--- config.mk ---
export PLATFORM = sky130hd
export DESIGN_NAME = axil_regfile
export DESIGN_NICKNAME = d
export VERILOG_FILES = /design/src/rtl/axil_pkg.sv /design/src/rtl/axil_hold_slot.sv /design/src/rtl/axil_regfile.sv
export SDC_FILE = /design/constraint.sdc
export NUM_CORES = 1
export LEC_CHECK = 0
export BUFFER_PORTS_ARGS = -buffer_cell sky130_fd_sc_hd__buf_4
export CORE_ASPECT_RATIO = 0.5
export CORE_MARGIN = 8
export CORE_UTILIZATION = 35
export CTS_BUF_LIST = sky130_fd_sc_hd__clkbuf_4
export DETAILED_ROUTE_END_ITERATION = 7
export HOLD_SLACK_MARGIN = 0.02
export MAX_ROUTING_LAYER = met4
export SLEW_MARGIN = 40
export SYNTH_ARGS = -nofsm -noshare
export SYNTH_HDL_FRONTEND = slang
export SYNTH_SLANG_ARGS = --single-unit
--- constraint.sdc ---
create_clock -name clk -period 2.59 [get_ports clk]
set_input_delay 0.259 -clock clk [delete_from_list [all_inputs] [get_ports clk]]
set_output_delay 0.259 -clock clk [all_outputs]
set_load 0.01 [all_outputs]
--- src/rtl/axil_pkg.sv ---
// Shared types and helpers for the AXI4-Lite register file.
package axil_pkg;

    typedef enum logic [1:0] {
        OKAY   = 2'b00,
        EXOKAY = 2'b01,
        SLVERR = 2'b10,
        DECERR = 2'b11
    } resp_t;

    localparam int AXI_DWIDTH_DEF = 32;
    localparam int STRB_W         = AXI_DWIDTH_DEF / 8;
    localparam int MAX_DWIDTH     = 64;
    localparam int MAX_STRB       = MAX_DWIDTH / 8;

    // Byte-wise merge at the widest supported bus; callers zero-extend and truncate.
    function automatic logic [MAX_DWIDTH-1:0] byte_merge(
        input logic [MAX_DWIDTH-1:0] old_d,
        input logic [MAX_DWIDTH-1:0] new_d,
        input logic [MAX_STRB-1:0]   strb
    );
        logic [MAX_DWIDTH-1:0] res;
        res = old_d;
        for (int k = 0; k < MAX_STRB; k++) begin
            if (strb[k]) res[8*k +: 8] = new_d[8*k +: 8];
        end
        return res;
    endfunction

endpackage

--- src/rtl/axil_hold_slot.sv ---
// One-entry valid/ready holding register used for the AW and W channels.
module axil_hold_slot #(
    parameter int W = 8
) (
    input  logic         clk,
    input  logic         rst_n,
    input  logic         i_valid,
    output logic         o_ready,
    input  logic [W-1:0] i_data,
    input  logic         i_clear,
    output logic         o_full,
    output logic [W-1:0] o_data
);
    logic         r_full;
    logic [W-1:0] r_data;

    assign o_ready = !r_full;
    assign o_full  = r_full;
    assign o_data  = r_data;

    // Capture on handshake; the consumer empties the slot via i_clear.
    // Clear and capture never coincide since ready is low while full.
    always_ff @(posedge clk or negedge rst_n) begin
        if (!rst_n) begin
            r_full <= 1'b0;
            r_data <= '0;
        end else if (i_clear) begin
            r_full <= 1'b0;
        end else if (i_valid && !r_full) begin
            r_full <= 1'b1;
            r_data <= i_data;
        end
    end

endmodule

--- src/rtl/axil_regfile.sv ---
// AXI4-Lite slave backed by NUM_REGS data-width registers with strobe merging,
// address decode (SLVERR on miss) and registered B/R responses.
module axil_regfile
    import axil_pkg::*;
#(
    parameter int                    AXI_AWIDTH = 12,
    parameter int                    AXI_DWIDTH = 32,
    parameter int                    NUM_REGS   = 16,
    parameter logic [AXI_AWIDTH-1:0] BASE_ADDR  = '0
) (
    input  logic                           clk,
    input  logic                           rst_n,
    input  logic [AXI_AWIDTH-1:0]          AWADDR,
    input  logic                           AWVALID,
    input  logic [2:0]                     AWPROT,
    output logic                           AWREADY,
    input  logic [AXI_DWIDTH-1:0]          WDATA,
    input  logic [AXI_DWIDTH/8-1:0]        WSTRB,
    input  logic                           WVALID,
    output logic                           WREADY,
    output logic [1:0]                     BRESP,
    output logic                           BVALID,
    input  logic                           BREADY,
    input  logic [AXI_AWIDTH-1:0]          ARADDR,
    input  logic                           ARVALID,
    input  logic [2:0]                     ARPROT,
    output logic                           ARREADY,
    output logic [AXI_DWIDTH-1:0]          RDATA,
    output logic [1:0]                     RRESP,
    output logic                           RVALID,
    input  logic                           RREADY,
    output logic [NUM_REGS*AXI_DWIDTH-1:0] reg_q,
    output logic [NUM_REGS-1:0]            wr_pulse
);
    localparam int SW  = AXI_DWIDTH / 8;
    localparam int BSH = $clog2(SW);

    logic                  w_aw_full, w_w_full, w_commit, w_arready;
    logic [AXI_AWIDTH-1:0] w_aw_addr, w_aw_idx, w_ar_idx;
    logic                  w_aw_hit, w_ar_hit;
    logic [AXI_DWIDTH-1:0] w_wdata, w_rd_word;
    logic [SW-1:0]         w_wstrb;
    logic [NUM_REGS-1:0]   w_sel;
    logic                  w_unused;

    logic [NUM_REGS-1:0][AXI_DWIDTH-1:0] r_regs, w_merged;
    logic [NUM_REGS-1:0]                 r_pulse;
    logic                                r_bvalid, r_rvalid;
    resp_t                               r_bresp, r_rresp;
    logic [AXI_DWIDTH-1:0]               r_rdata;

    function automatic logic [AXI_AWIDTH-1:0] f_idx(input logic [AXI_AWIDTH-1:0] a);
        return (a - BASE_ADDR) >> BSH;
    endfunction

    function automatic logic f_hit(input logic [AXI_AWIDTH-1:0] a);
        return (a >= BASE_ADDR) && (32'(f_idx(a)) < NUM_REGS);
    endfunction

    axil_hold_slot #(.W(AXI_AWIDTH)) u_aw_slot (
        .clk(clk), .rst_n(rst_n), .i_valid(AWVALID), .o_ready(AWREADY),
        .i_data(AWADDR), .i_clear(w_commit), .o_full(w_aw_full), .o_data(w_aw_addr)
    );

    axil_hold_slot #(.W(AXI_DWIDTH + SW)) u_w_slot (
        .clk(clk), .rst_n(rst_n), .i_valid(WVALID), .o_ready(WREADY),
        .i_data({WDATA, WSTRB}), .i_clear(w_commit), .o_full(w_w_full),
        .o_data({w_wdata, w_wstrb})
    );

    assign w_commit  = w_aw_full && w_w_full && (!r_bvalid || BREADY);
    assign w_aw_idx  = f_idx(w_aw_addr);
    assign w_aw_hit  = f_hit(w_aw_addr);
    assign w_ar_idx  = f_idx(ARADDR);
    assign w_ar_hit  = f_hit(ARADDR);
    assign w_arready = !r_rvalid || RREADY;
    assign w_unused  = &{1'b0, AWPROT, ARPROT};

    assign ARREADY  = w_arready;
    assign BVALID   = r_bvalid;
    assign BRESP    = r_bresp;
    assign RVALID   = r_rvalid;
    assign RDATA    = r_rdata;
    assign RRESP    = r_rresp;
    assign reg_q    = r_regs;
    assign wr_pulse = r_pulse;

    // Per-register write select and strobe-merged next value.
    always_comb begin
        w_sel    = '0;
        w_merged = '0;
        for (int i = 0; i < NUM_REGS; i++) begin
            w_sel[i]    = w_commit && w_aw_hit && (w_aw_idx == AXI_AWIDTH'(i));
            w_merged[i] = AXI_DWIDTH'(byte_merge(64'(r_regs[i]), 64'(w_wdata), 8'(w_wstrb)));
        end
    end

    // Read mux over the register array (pre-edge contents).
    always_comb begin
        w_rd_word = '0;
        for (int i = 0; i < NUM_REGS; i++) begin
            if (w_ar_idx == AXI_AWIDTH'(i)) w_rd_word = r_regs[i];
        end
    end

    // Register storage and one-cycle write pulses.
    always_ff @(posedge clk or negedge rst_n) begin
        if (!rst_n) begin
            r_regs  <= '0;
            r_pulse <= '0;
        end else begin
            r_pulse <= w_sel;
            for (int i = 0; i < NUM_REGS; i++) begin
                if (w_sel[i]) r_regs[i] <= w_merged[i];
            end
        end
    end

    // Write response: a commit (re)loads BVALID, otherwise BREADY drains it.
    always_ff @(posedge clk or negedge rst_n) begin
        if (!rst_n) begin
            r_bvalid <= 1'b0;
            r_bresp  <= OKAY;
        end else if (w_commit) begin
            r_bvalid <= 1'b1;
            if (w_aw_hit) r_bresp <= OKAY;
            else          r_bresp <= SLVERR;
        end else if (BREADY) begin
            r_bvalid <= 1'b0;
        end
    end

    // Read response: AR handshake loads data, otherwise RREADY drains it.
    always_ff @(posedge clk or negedge rst_n) begin
        if (!rst_n) begin
            r_rvalid <= 1'b0;
            r_rdata  <= '0;
            r_rresp  <= OKAY;
        end else if (ARVALID && w_arready) begin
            r_rvalid <= 1'b1;
            if (w_ar_hit) begin
                r_rdata <= w_rd_word;
                r_rresp <= OKAY;
            end else begin
                r_rdata <= '0;
                r_rresp <= SLVERR;
            end
        end else if (RREADY) begin
            r_rvalid <= 1'b0;
        end
    end

endmodule

# Word-level counts from Yosys, hierarchy flattened

Index checks and enable logic that the tools add are counted.

Flip-flop bits (word level): 616
Output and inout bits: 569
Word-level logic and storage cells: 238

Magnitude comparators: 4
Equal/unequal tests: 30
Mux-type cells: 27
Bitwise operators: 1
Reductions and logical operators: 102

Operator list:

| cell                  | count |
|---|---|
| $mux W32              | 17 |
| $eq A10 B4 Y1 const B | 16 |
| $reduce_and A2 Y1     | 66 |
| $eq A10 B3 Y1 const B | 8 |
| $eq A10 B2 Y1 const B | 4 |
| $ge A12 B1 Y1 const B | 2 |
| $logic_and A1 B1 Y1   | 24 |
| $logic_not A12 Y1     | 2 |
| $eq A10 B1 Y1 const B | 2 |
| $lt A10 B5 Y1 const B | 2 |
| $mux W1               | 8 |
| $reduce_bool A2 Y1    | 4 |
| $logic_not A1 Y1      | 4 |
| $mux W2               | 2 |
| $logic_or A1 B1 Y1    | 2 |
| $not A1 Y1            | 1 |

# Depth between registers and ports, before layout

Gate-level depths: netlist (run 1).

Depth in word-level cells: 18
Gate-level depth with buffers: 11
Depth with buffers taken out: 6

# Cells and area by module

From an unflattened synthesis (run 1), not the netlist that was laid out.

Cell total of the unflattened synthesis: 2,208
Area, all modules: 28,168.3 um^2

By module, submodules not included:

| module                      | times used | cells an instance | area each (um^2) | sequential area each (um^2) |
|---|---|---|---|---|
| axil_regfile                | 1          | 2,097             | 26,127.6         | 14,113.5 |
| axil_hold_slot at u_w_slot  | 1          | 81                | 1,539.0          | 925.9 |
| axil_hold_slot at u_aw_slot | 1          | 30                | 501.7            | 325.3 |

# Worst setup path before layout (run 1)

No wires, ideal clock.

Kind: register -> register
From: register r_bvalid (netlist: BVALID)
To: register r_regs, in the netlist reg_q[440]
Library setup time: 0.128 ns
Arrival time: 1.889 ns
Data required time: 2.462 ns
Setup slack: 0.573 ns
Stages on the path, launching flop included: 8
Period minus slack after synthesis: 2.017 ns
Path through: dfrtp_1 -> nor2b_1 -> nor4bb_1 -> buf_2 -> nand3_1 -> nor2_1 -> nand2_1 -> mux2_1

Cells in the longest elaborated chain, start to end: 6

Ends and longest elaborated chain:

| element                            | RTL line            | RTL |
|---|---|---|
| start: declaration                 | axil_regfile.sv:48  | `logic r_bvalid, r_rvalid;` |
| start signal: assignment           | axil_regfile.sv:122 | `r_bvalid <= 1'b0;` |
| start signal: assignment           | axil_regfile.sv:125 | `r_bvalid <= 1'b1;` |
| start signal: assignment           | axil_regfile.sv:129 | `r_bvalid <= 1'b0;` |
| $logic_not A1 Y1                   | axil_regfile.sv:71  | `assign w_commit = w_aw_full && w_w_full && (!r_bvalid \|\| BREADY);` |
| $logic_or A1 B1 Y1                 | axil_regfile.sv:71  |  |
| $logic_and A1 B1 Y1                | axil_regfile.sv:71  |  |
| $logic_and A1 B1 Y1 (2 in series)  | axil_regfile.sv:93  | `w_sel[i] = w_commit && w_aw_hit && (w_aw_idx == AXI_AWIDTH'(i));` |
| $reduce_and A2 Y1 (no source line) | n/a                 |  |
| end signal: indexed assignment     | axil_regfile.sv:114 | `if (w_sel[i]) r_regs[i] <= w_merged[i];` |
| end: declaration                   | axil_regfile.sv:46  | `logic [NUM_REGS-1:0][AXI_DWIDTH-1:0] r_regs, w_merged;` |

Every way passes these cells.
A chain may end at the register's enable or synchronous reset.

# Final worst setup path (run 1)

From: input port ARADDR[2]
To: register r_rdata[21] (netlist: RDATA[21])

Cells in the longest elaborated chain, start to end: 18
Elaborated cells between the ends (all ways): 36
Classes of those cells: 2 x order compare; 15 x eq/ne; 17 x mux; 2 x reduce/logical

Ends and longest elaborated chain:

| element                 | RTL line            | RTL |
|---|---|---|
| start: declaration      | axil_regfile.sv:24  | `input logic [AXI_AWIDTH-1:0] ARADDR,` |
| $logic_not A12 Y1       | axil_regfile.sv:102 | `if (w_ar_idx == AXI_AWIDTH'(i)) w_rd_word = r_regs[i];` |
| $mux W32 (16 in series) | axil_regfile.sv:102 |  |
| $mux W32 (*)            | axil_regfile.sv:141 | `if (w_ar_hit) begin` |
| end signal: assignment  | axil_regfile.sv:142 | `r_rdata <= w_rd_word;` |
| end: declaration        | axil_regfile.sv:50  | `logic [AXI_DWIDTH-1:0] r_rdata;` |

Mark *: on every way between the ends. The rest lies on a longest branch, timed or not.

==> results.md, run 1 <==
- EDFF count, synth: 0
- I/O Buffers: 629
- Max cap viols: 0
- Crit path cell chain: dlygate4sd3_1, buf_6, buf_12, nor2b_2, buf_4, nand2_1, o21ai_0, or3_1, nand4_1, dlygate4sd3_1
- Slowest Stage Delay on Critical Path: 580 ps
- Core Area: 79600 um2
- Post-route antenna net violation count: 0
- Most frequent CP cell: dlygate4sd3_1
- CTS Buffer Depth: 3
- Seq pwr share: 0.516
- Wl on met1: slightly above 50000 um
- Initial antenna violation count: 3
- Required @ worst endpoint: approximately 3400 ps
- Psw: 0.00814 W
- RSZ-0062 raised after global routing: true
- Fin nets: 3273
- Worst min path class: in -> reg
- Post-synth top area cell: dfrtp_1
- Metal2 WL: 68100 um
- Power Total: 0.0243 W
- Row cnt: 73
- Most common cell in the synthesized netlist: dfrtp_1
- Worst rel slew slack: 0.446
- Via density: 5.77
- Top sig layer: met4
- Async S/R FF share, synth: 1.00
- Area growth syn-to-layout: 35.6%
- Layout cell share with drive strength beyond 1: 0.511
- Post-Route WL: 140000 um
- # IOs: 642
- Int Pwr: 0.0162 W
- Gr usage total: 0.303
- Critical Path Sink Type: flop
- Clock skew: 53.1 ps
- Clock power frac: 0.331
- Wire length on met3: approximately 12000 um
- Clk pin slew, worst setup/hold paths: 70 ps
- Final Instance Count excl. Fillers: 4369
- Mapped Cells: 2270
- Max Freq: 388 MHz
- Final Setup Violations: 0
- Fin. Hold Viols: 0
- Slew @ Worst Pin: 831 ps
- Synthesized area: 28200 um2
- Switching Share: 0.335
- Routability Congestion: 0.954
- Yosys reg bits: about 610
- Distinct cell type count after synthesis: 72
- Syn_area_per_cell: 12.4 um2
- Synth top area share: 0.542
- Initial Utilization: 0.355
- Area of the die: 90600 um2
- Die W: between 400 and 500 um
- Synth cell count leaders: dfrtp_1, mux2_2, nand2_1
- Post-detail-place hpwl: ~100000 um
- Leading post-synthesis cells by cell area: dfrtp_1, mux2_2, nand2_1
- Status: finished, final reports clean
- VDD IR-drop max: 333 uV
- Power Density: about 640 nW/um2
- Number of iterations in the first detailed-routing pass: 6
- Startpoint types: input port
- Setup TNS: 0 ps
- Routed len/inst: between 30 and 40 um
- Final worst-path cycle share: 0.996
- Fill cells: between 7000 and 8000
- Total setup buffers inserted after CTS: 0
- Worst Path Max Fanout: 44
- Layout Utilization: 0.481
- Top_reg_cell synth: dfrtp_1
- First-pass GRT wire length: between 150000 and 200000 um
- Leak pwr: 19.3 nW
- Vias in the first global route: between 20000 and 30000
- H-tree levels: 4
- Largest net degree at the start of global routing: 84
- CP arrival: between 3000 and 4000 ps
- Sequential fraction of the synthesis area: 0.542
- Setup CP Type: in -> reg
- Clock Sinks: 612
- Combinational Power Share: 0.153
- CTS tree: done
- DR vias: ~25000
- Initial DRC Count: 2738
- Synth warnings: 0
- DRC viols: 0
- Clock Tree Root: clkbuf_4
- Die Span Y: 217 um
- CTS Buf Count: 154
- Inst Count DP: 4049
- Minimum clock period: 2580 ps
- Gr ovfl total: 0
- Slew Viols, Final: 0
- Clock latency on the worst-skew pair: 950 ps
- CP max-delay cell: dlygate4sd3_1
- Final hold slack: 108 ps
==> metal layers <==
metal / global-route usage / up-vias
met2: 0.502 / 1438
met1: 0.339 / 13012
li1: - / 10328
met3: 0.0781 / 431
met5: - / -
met4: 0.163 / 0
==> cells by family (layout without fill, tap and decap cells) <==
group | Yosys count | count (layout) | synth area share
multiplexers | 624 | 624 | 0.252
other | 1 | 6 | 0.000133
buffers and inverters | 171 | 1178 | 0.0264
flip-flops | 612 | 612 | 0.542
AND/OR/NAND/NOR | 410 | 410 | 0.0700
AO/OA/AOI/OAI | 452 | 452 | 0.109
==> stage by stage <==
step | instance area [um2] | setup slack (ps)
after detailed placement | 35700 | 76.0
after global placement | 35700 | 102
after floorplan | 28200 | 573
final | 38300 | 10.5
after global routing | 38300 | -6.63
after CTS | 38200 | 66.6
==> state kept, by name, indices dropped and copies added (netlist names) <==
| signal | count |
|---|---|
| BRESP | 1 |
| BVALID | 1 |
| RDATA | 32 |
| RRESP | 1 |
| RVALID | 1 |
| reg_q | 512 |
| u_aw_slot.o_data | 10 |
| u_aw_slot.o_full | 1 |
| u_w_slot.o_data | 36 |
| u_w_slot.o_full | 1 |
| wr_pulse | 16 |
==> worst max-delay path, delay by kind of cell <==
| family | cells | cell delay [ps] |
|---|---|---|
| simple gates | 4 | 780 |
| buf+inv | 5 | 2070 |
| compound gates | 1 | 230 |
==> final timing paths <==
check,from,to,slack (ps),cells after the start
worst max-delay path,ARADDR[2],RDATA[21],10,10
worst min-delay path,WDATA[23],u_w_slot.o_data[27],110,3
worst max register to register,u_aw_slot.o_data[10],reg_q[473],130,8
worst min register to register,RDATA[19],RDATA[19],490,2
max in group asynchronous,rst_n,reg_q[168],1880,4
min in group asynchronous,rst_n,reg_q[276],200,3
==> placed cells by master (no fill, tap or decap), types with 18 or more instances in the layout <==
cell and instances:
o22ai_1 20, nor2_1 105, nand3_1 22, buf_4 812, nand2_1 145, dlygate4sd3_1 81, o21ai_0 105, dfrtp_1 612
nand2_2 21, mux2_1 26, a221oi_1 21, mux2_2 550, buf_12 28, a32oi_1 18, a22oi_1 22, mux2i_1 35
clkbuf_4 212, a21oi_1 91, inv_1 18, o211ai_1 20, nor2b_1 18
==> power by group through the flow <==
stage / Clock [W] / Sequential [W] / Combinational (W)
after global placement: 0 / 0.0126 / 0.00334
after detailed placement: 0 / 0.0126 / 0.00338
after CTS: 0.00814 / 0.0125 / 0.00368
after floorplan: 0 / 0.0113 / 0.00218
after global routing: 0.00864 / 0.0126 / 0.00390
final: 0.00805 / 0.0126 / 0.00371
==> final cells by class <==
cell class	count	area [um2]	share of cell area
Antenna cell	4	10.0	0.000261
Clock buffer	212	1590	0.0416
Clock inverter	22	161	0.00421
Inverter	19	71.3	0.00186
Multi-Input combinational cell	1488	12300	0.320
Sequential cell	612	15300	0.400
Tap cell	1087	1360	0.0355
Timing Repair Buffer	925	7530	0.197
==> repair_timing <==
action,CTS,global route
setup endpoints to repair,0,61
hold buffers,82,0
hold endpoints to repair,640,0
gates resized for setup,0,14
No activity file was read; power rests on OpenSTA's default activity.
==> run 2, diff against run 1 <==
BUFFER_PORTS_ARGS = default   (was -buffer_cell sky130_fd_sc_hd__buf_4)
DONT_BUFFER_PORTS = 1   (was default)
GPL_TIMING_DRIVEN = 0   (was default)
==> run 2 against run 1 <==
Compared with the run above: the run now ends with setup timing left; sequential share of layout area grew 5.4 points; worst hold slack lost 12 ps; clock skew grew 12 ps; fmax shrank 9.8%; register-to-register slack lost 230 ps; die area is the same; critical path type unchanged; largest cell class unchanged.
==> results.md, run 2 (synthesis results as in run 1) <==
- Die Span Y: 217 um (unchanged)
- First-pass GRT wire length: 210000 um (+8.8%)
- Row cnt: 73 (unchanged)
- Startpoint types: input port
- Clk pin slew, worst setup/hold paths: 80 ps (about the same)
- I/O Buffers: 0 (-100%)
- Slew Viols, Final: 0 (unchanged)
- Clock latency on the worst-skew pair: 1100 ps (+150 ps)
- Final Setup Violations: 88 (+88)
- CP max-delay cell: a222oi_1
- DRC viols: 0 (unchanged)
- Max FFs per register: 512 (unchanged)
- Pre-CTS worst setup slack: -1010 ps (-1080 ps)
- Initial antenna violation count: 16 (+13)
- Crit path cell chain: buf_2, buf_2, inv_1, buf_2, nand2_1, o21ai_0, a222oi_1, a21oi_1, o21bai_1
- H-tree levels: 4 (unchanged)
- Power Total: 0.0246 W (+1.1%)
- Number of iterations in the first detailed-routing pass: 6 (unchanged)
- Critical Path Sink Type: flop
- Minimum clock period: 2860 ps (+279 ps)
- Failing checks: setup timing
- Post-detail-place hpwl: 115000 um (+9.9%)
- Via density: 6.52 (+13%)
- Fill cells: 7516 (+0.83%)
- Core Area: 79600 um2 (unchanged)
- Commonest non-fill, non-tap cells in the layout: dfrtp_1, mux2_2, clkbuf_4, dlygate4sd3_1, nand2_1
- Most frequent CP cell: buf_2
- CTS Buf Count: 152 (-1.3%)
- Initial Utilization: 0.355 (unchanged)
- Max cap viols: 0 (unchanged)
- Setup CP Type: in -> reg
- Worst rel slew slack: 0.303 (-0.144)
- Gr usage total: 0.346 (+0.0430)
- Area of the die: 90600 um2 (unchanged)
- Initial DRC Count: 3791 (+38%)
- # IOs: 642 (unchanged)
- Clock skew: 65.1 ps (+12.0 ps)
- CTS Buffer Depth: 3 (unchanged)
- Crit path buffers/inverters: 4 (-1)
- RSZ-0062 raised after global routing: true
- Routability Congestion: 1.08 (+13%)
- DR vias: 24655 (-2.2%)
- CTS tree: done
- Final worst-path cycle share: 1.10 (+0.108)
- Fin nets: 2662 (-19%)
- Commonest non-fill, non-tap cell in the layout: dfrtp_1
- Power Density: 729 nW/um2 (+15%)
- Area growth syn-to-layout: 19.5%
- Largest net degree at the start of global routing: 613 (+630%)
- Fin. Hold Viols: 0 (unchanged)
- Routed len/inst: 42.3 um (+32%)
- Gr ovfl total: 0 (unchanged)
- Max Freq: 350 MHz (-9.8%)
- Slew @ Worst Pin: 1050 ps (+215 ps)
- Final hold slack: 95.5 ps (-12.2 ps)
- Leak pwr: 15.9 nW (-18%)
- Vias in the first global route: 23706 (-7.1%)
- Status: finished with violations
- Finished Cell Area: 33700 um2 (-12%)
- Layout cell share with drive strength beyond 1: 0.387 (-0.123)
- Worst Path Max Fanout: 10 (-77%)
- Worst min path class: in -> reg
- Post-route antenna net violation count: 0 (unchanged)
- VDD IR-drop max: 283 uV (-15%)
- Slowest Stage Delay on Critical Path: 880 ps (+300 ps)
- CP arrival: 3830 ps (+430 ps)
- Clock Tree Root: clkbuf_4
- Area after DPL: 29800 um2 (-17%)
- Clock Sinks: 612 (unchanged)
- Die W: 418 um (unchanged)
- Post-Route WL: 160000 um (+14%)
- PnR worst setup slack: -268 ps (-279 ps)
- CP delay by family, top: compound AO/OA/AOI/OAI gates
- Required @ worst endpoint: 3560 ps (+150 ps)
==> run 2: changes by cell type in the layout (fill, tap and decap cells not counted), sizes merged <==
cell	delta
dlygate4sd3	+39
clkinv	+12
diode	+8
buf	-727
clkbuf	+81
bufinv	+1
==> run 2: final cells by class <==
| cell class | count | area (um2) | area share |
|---|---|---|---|
| Sequential cell | 612 | 15300 | 0.454 |
| Antenna cell | 12 | 30.0 | 0.000890 |
| Inverter | 19 | 71.3 | 0.00211 |
| Timing Repair Buffer | 166 | 1840 | 0.0545 |
| Multi-Input combinational cell | 1488 | 12600 | 0.372 |
| Clock inverter | 35 | 244 | 0.00723 |
| Clock buffer | 214 | 1610 | 0.0476 |
| Tap cell | 1087 | 1360 | 0.0403 |
| Buffer | 150 | 711 | 0.0211 |
==> run 2: per-stage QoR <==
step                utilization  TNS [ps]  std cells
floorplan                     -         0       2271
global placement          0.372   -317660       3358
detailed placement        0.374   -211400       3361
CTS                       0.419     -64.1       3757
global route              0.423    -10410       3782
finish                    0.424     -3710       3783
==> run 2: tightest hold or removal path: stages <==
cell      delay [ps]
nand2b_1          60
buf_2            390
nor4_4            90
nand2_1           60
o21ai_0           70
a21oi_1          130
a22oi_1           70
==> run 2: final timing paths <==
kind / start / to / slack, ps / depth (start not counted)
worst max-delay path: ARADDR[3] / RDATA[26] / -270 / 9
worst min-delay path: ARADDR[5] / RDATA[7] / 100 / 7
worst max register to register: BVALID / reg_q[200] / -100 / 8
worst min register to register: BRESP[1] / BRESP[1] / 600 / 2
max in group asynchronous: rst_n / reg_q[139] / 480 / 5
min in group asynchronous: rst_n / reg_q[95] / 450 / 3
==> run 2: repair_timing <==
item | in CTS | in global routing
endpoints found under the setup margin | 530 | 355
hold buffers | 117 | 3
buffers inserted | 30 | 7
resized for setup | 58 | 30
pin swaps | 13 | 4
hold endpoints to repair | 698 | 374
==> run 2: metal layers <==
layer | GRT usage | routed length, um
met2 | 0.529 | 72700
met4 | 0.216 | 12200
met1 | 0.377 | 54000
met3 | 0.143 | 21000
met5 | - | 0
==> run 2: power by group <==
group	switching [W]	internal, W
Combinational	0.00287	0.00149
Clock	0.00418	0.00417
Sequential	0.00158	0.0103
